==> src/rtl/svm_feature_packer.sv <==
// svm_feature_packer: collects a stream of signed feature elements into
// packed NBITS*F_WIDTH vectors, alternating valence/arousal per vector.
// Ports: clk, rst (sync, active-high); sin_feature/sin_valid/sin_last/
// sin_ready element stream in; out_features/fout_valid/fout_ready/
// fout_modality vector out; frame_err sticky framing-violation flag.
// Build option: define SVM_FEATURE_PACKER_PING_PONG_EN for two buffers
// (one fills while the other is held); default is a single buffer.
module svm_feature_packer #(
  parameter int NBITS       = 9,
  parameter int F_WIDTH     = 214,
  parameter int LOG_F_WIDTH = 8
) (
  input  logic                     clk,
  input  logic                     rst,
  input  logic [NBITS-1:0]         sin_feature,
  input  logic                     sin_valid,
  input  logic                     sin_last,
  output logic                     sin_ready,
  output logic [NBITS*F_WIDTH-1:0] out_features,
  output logic                     fout_valid,
  input  logic                     fout_ready,
  output logic                     fout_modality,
  output logic                     frame_err
);

  localparam int W = NBITS * F_WIDTH;
  localparam logic [LOG_F_WIDTH-1:0] LAST_IDX =
    LOG_F_WIDTH'(F_WIDTH - 1);

`ifdef SVM_FEATURE_PACKER_PING_PONG_EN
  localparam int NB = 2;
`else
  localparam int NB = 1;
`endif

  typedef enum logic {
    FILL = 1'b0,
    HOLD = 1'b1
  } state_e;

  state_e                 st_q [NB];
  state_e                 st_d [NB];
  logic [W-1:0]           fbuf_q [NB];
  logic [LOG_F_WIDTH-1:0] idx_q;
  logic                   ready_q;
  logic                   ready_d;
  logic                   mod_q;
  logic                   err_q;
  logic                   wr_sel;
  logic                   rd_sel;
  logic                   acc;
  logic                   hs;
  logic                   done;

`ifdef SVM_FEATURE_PACKER_PING_PONG_EN
  logic wr_q;
  logic rd_q;
  assign wr_sel = wr_q;
  assign rd_sel = rd_q;
`else
  assign wr_sel = 1'b0;
  assign rd_sel = 1'b0;
`endif

  assign acc  = sin_valid & ready_q;
  assign hs   = fout_valid & fout_ready;
  assign done = sin_last | (idx_q == LAST_IDX);

  assign sin_ready     = ready_q;
  assign fout_valid    = (st_q[rd_sel] == HOLD);
  assign out_features  = fbuf_q[rd_sel];
  assign fout_modality = mod_q;
  assign frame_err     = err_q;

  // Release and completion may hit different buffers in one cycle.
  always_comb begin
    st_d = st_q;
    if (hs) st_d[rd_sel] = FILL;
    if (acc && done) st_d[wr_sel] = HOLD;
    ready_d = 1'b0;
    for (int i = 0; i < NB; i++)
      if (st_d[i] == FILL) ready_d = 1'b1;
  end

  // Buffers are zeroed on release, so short vectors
  // need no explicit zero-fill of the tail.
  always_ff @(posedge clk) begin
    if (rst) begin
      for (int i = 0; i < NB; i++) begin
        st_q[i]   <= FILL;
        fbuf_q[i] <= '0;
      end
      idx_q   <= '0;
      ready_q <= 1'b0;
      mod_q   <= 1'b0;
      err_q   <= 1'b0;
`ifdef SVM_FEATURE_PACKER_PING_PONG_EN
      wr_q    <= 1'b0;
      rd_q    <= 1'b0;
`endif
    end else begin
      st_q    <= st_d;
      ready_q <= ready_d;
      if (hs) begin
        fbuf_q[rd_sel] <= '0;
        mod_q          <= ~mod_q;
`ifdef SVM_FEATURE_PACKER_PING_PONG_EN
        rd_q           <= ~rd_q;
`endif
      end
      if (acc) begin
        fbuf_q[wr_sel][int'(idx_q)*NBITS +: NBITS] <= sin_feature;
        if (done) begin
          idx_q <= '0;
`ifdef SVM_FEATURE_PACKER_PING_PONG_EN
          wr_q  <= ~wr_q;
`endif
        end else begin
          idx_q <= idx_q + 1'b1;
        end
        // Short (early last) or long (no last at final slot).
        if (sin_last != (idx_q == LAST_IDX)) err_q <= 1'b1;
      end
    end
  end

endmodule
==> config.mk <==
export PLATFORM = sky130hd
export DESIGN_NAME = svm_feature_packer
export DESIGN_NICKNAME = d
export VERILOG_FILES = /design/src/rtl/svm_feature_packer.sv
export SDC_FILE = /design/constraint.sdc
export NUM_CORES = 2
export LEC_CHECK = 0
export CORE_AREA = 2 2 759 761
export CTS_CLUSTER_SIZE = 40
export DETAILED_ROUTE_END_ITERATION = 7
export DIE_AREA = 0 0 761 763
export PLACE_DENSITY = 0.39
export SLEW_MARGIN = 40
export SYNTH_ARGS = -nofsm -noshare
export SYNTH_HDL_FRONTEND = slang
export SYNTH_SLANG_ARGS = --single-unit
==> constraint.sdc <==
create_clock -name clk -period 3.95 [get_ports clk]
set_input_delay 0.5925 -clock clk [delete_from_list [all_inputs] [get_ports clk]]
set_output_delay 0.5925 -clock clk [all_outputs]
set_load 0.005 [all_outputs]
==> metrics.txt <==
Synth Net Count 5079; Setup crit start idx_q[0]$_SDFFE_PP0P_; share of layout cells above drive strength 1 15.4%; Post-synth EDFFs 1926; core area 572000 um^2; leakage 0.0375 uW; commonest non-fill, non-tap cells in the layout edfxtp_1, clkdlybuf4s50_1, nor2_1; Syn Area/Cell 14.3 um^2; Place WS -3.82 ps; RSZ-0062 raised after global routing false; Final Hold Viols 0; Rel. slew slack 35.7%; First-pass DRT Iterations 5; Remaining DRCs 0; transition time of the tightest slew-check pin 962 ps; io pins 1944; num rows 278; global route overflow 0; worst endpoint data arrival time 4520 ps; Tot GR Track Use 16.9%; Die X 761 um; f_max 268 MHz; Max Cap Viol 0; CTS tree yes; vias in the first global route 56300; total setup buffers inserted after CTS 0; Synth Cell Area 72600 um^2; antenna violations before repair 72; DP Wirelength 406000 um; Initial Util 12.7%; Worst setup EP type flip-flop; post-synthesis sequential area ratio 80.0%; power density cells 437 nW/um^2; Hold-fix buffers, CTS 0; Sink Count 1938; Clk Latency, worst-skew pair 980 ps; worst-path fanout max 13; Gate Count Post-Synth 5058; Peak VDD IR 0.417 mV; Seq cells post-synth 1938; area grow syn2layout 57.4%; Distinct cells, synth 64; cell taking the most area after synthesis edfxtp_1; Yosys top cell area share 79.7%; Iter 0 DRT Violations 5793; Crit-path slowest cell ha_1; WL/cell 33.5 um; gpl congestion 0.863; period utilization 94.4%; Max Buffers Root-to-Sink 4; clock buffer count from CTS 230; PnR worst setup slack 223 ps; Total Wirelength 511000 um; root buffer cell clkbuf_16; port bufs 1943; Top FF cell, synth edfxtp_1; Tmin final 3730 ps; worst path cell trace inv_1 > ha_1 > nand2_1 > nor2_2 > and2_2 > nand2_1 > buf_4 > nor3_1 > buf_4; largest net degree at the start of global routing 64; Reg clk slew, reported paths 60 ps; Setup Viol. Count Final 0; commonest non-fill, non-tap cell in the layout edfxtp_1; Slew Viols, Final 0; Die Height 763 um; Ys Warns 0; DP Cell Count 14800; skew final 110 ps; CP required 4750 ps; status finished clean; DR vias/cell 3.68; final core utilization 20.0%; fill count 61600; via count 56100; RR Startpoint idx_q[0]$_SDFFE_PP0P_; Worst Setup Path Type reg2reg; H-tree lvl count 4; worst hold slack 342 ps; CP delay by family, top simple AND/OR/NAND/NOR gates; min-delay worst type in2reg; Antenna Nets Post-Route 0; Nets 7476; Final Non-Filler Cells 15200; Post-synth ARST share 0%; startpoint types flip-flop; CP peak stage delay 650 ps; min-delay src sin_feature[4]; Die ar. 581000 um^2; global-route wire length before repair 640000 um; # resized after CTS 0; top cells by area, synth edfxtp_1, nor2_1, nor3_1; Worst Path Buf+Inv 3
==> worst reg2reg max path: stages, from the launching register on <==
cell     delay (ps)
dfxtp_1         360
inv_1            80
ha_1            650
nand2_1         250
nor2_2          290
and2_2          500
nand2_1         430
buf_4           330
nor3_1          490
buf_4           210
==> final cells by class <==
cell class,count,area [um^2],share of cell area [%]
tap,7560,9460,8.28
clock buffer,275,5970,5.22
clock inverter,145,1470,1.29
multi-input combinational,2657,13300,11.7
timing repair buffer,2622,25800,22.6
sequential,1938,58100,50.9
inverter,6,22.5,0.0197
antenna,45,113,0.0986
==> power by group <==
| group | leakage, uW | switching, uW | internal [uW] | total (uW) |
|---|---|---|---|---|
| logic | 0.0138 | 2760 | 1820 | 4580 |
| registers | 0.0201 | 386 | 23400 | 23800 |
| clock network | 0.00362 | 9290 | 12300 | 21600 |
| total | 0.0375 | 12400 | 37500 | 49900 |
==> Yosys cell counts, types with 5 or more instances <==
cell type and n:
a21oi_1 6, and2_1 46, and3_1 204, and4_1 9, buf_1 23, buf_2 81, buf_4 8, clkbuf_1 343
dfxtp_1 12, edfxtp_1 1926, ha_1 7, inv_1 6, nand2_1 222, nand2b_1 14, nand3_1 125, nand3_2 5
nand4_1 38, nand4_2 9, nor2_1 1120, nor3_1 572, nor3_2 5, nor4_1 31, o21ai_0 157, o31ai_1 20
or4_1 6, xnor2_1 6
==> flip-flops by register name, indices dropped and copies added, names as in the netlist <==
register,count
frame_err,1
sin_ready,1
fout_modality,1
fout_valid,1
fbuf_q,1926
idx_q,8
==> worst paths after layout <==
| check | cells after the start | to | slack [ps] |
|---|---|---|---|
| max | 9 | fbuf_q[0][1597]$_SDFFCE_PN0P_ | 220 |
| min | 2 | fbuf_q[0][940]$_SDFFCE_PN0P_ | 340 |
| max reg2reg | 9 | fbuf_q[0][1597]$_SDFFCE_PN0P_ | 220 |
| min reg2reg | 2 | frame_err$_SDFFE_PP0P_ | 510 |
==> layer usage <==
| metal | track usage, % | wire length [um] |
|---|---|---|
| met4 | 4.72 | 15700 |
| met1 | 20.8 | 209000 |
| met3 | 5.49 | 45100 |
| met5 | 0 | 23 |
| met2 | 28.2 | 241000 |
==> per-stage QoR <==
stage / cell area (um^2) / TNS, ps / total power (uW)
after floorplan: 72600 / 0 / 25000
after global placement: 107000 / -926 / 28900
after detailed placement: 107000 / -25.1 / 28900
after CTS: 114000 / 0 / 50600
after global routing: 114000 / 0 / 51400
final: 114000 / 0 / 49900
==> kinds of logic (layout without fill, tap and decap cells) <==
group	count (synthesis)	count (layout)	synth area share (%)
AO/OA/AOI/OAI	211	211	1.75
adder cells (fa/ha/maj)	7	7	0.121
XOR/XNOR	11	11	0.143
buffers and inverters	463	3048	2.59
other	0	45	0
flip-flops	1938	1938	80.0
AND/OR/NAND/NOR	2428	2428	15.4
(Power assumes the default switching activity.)
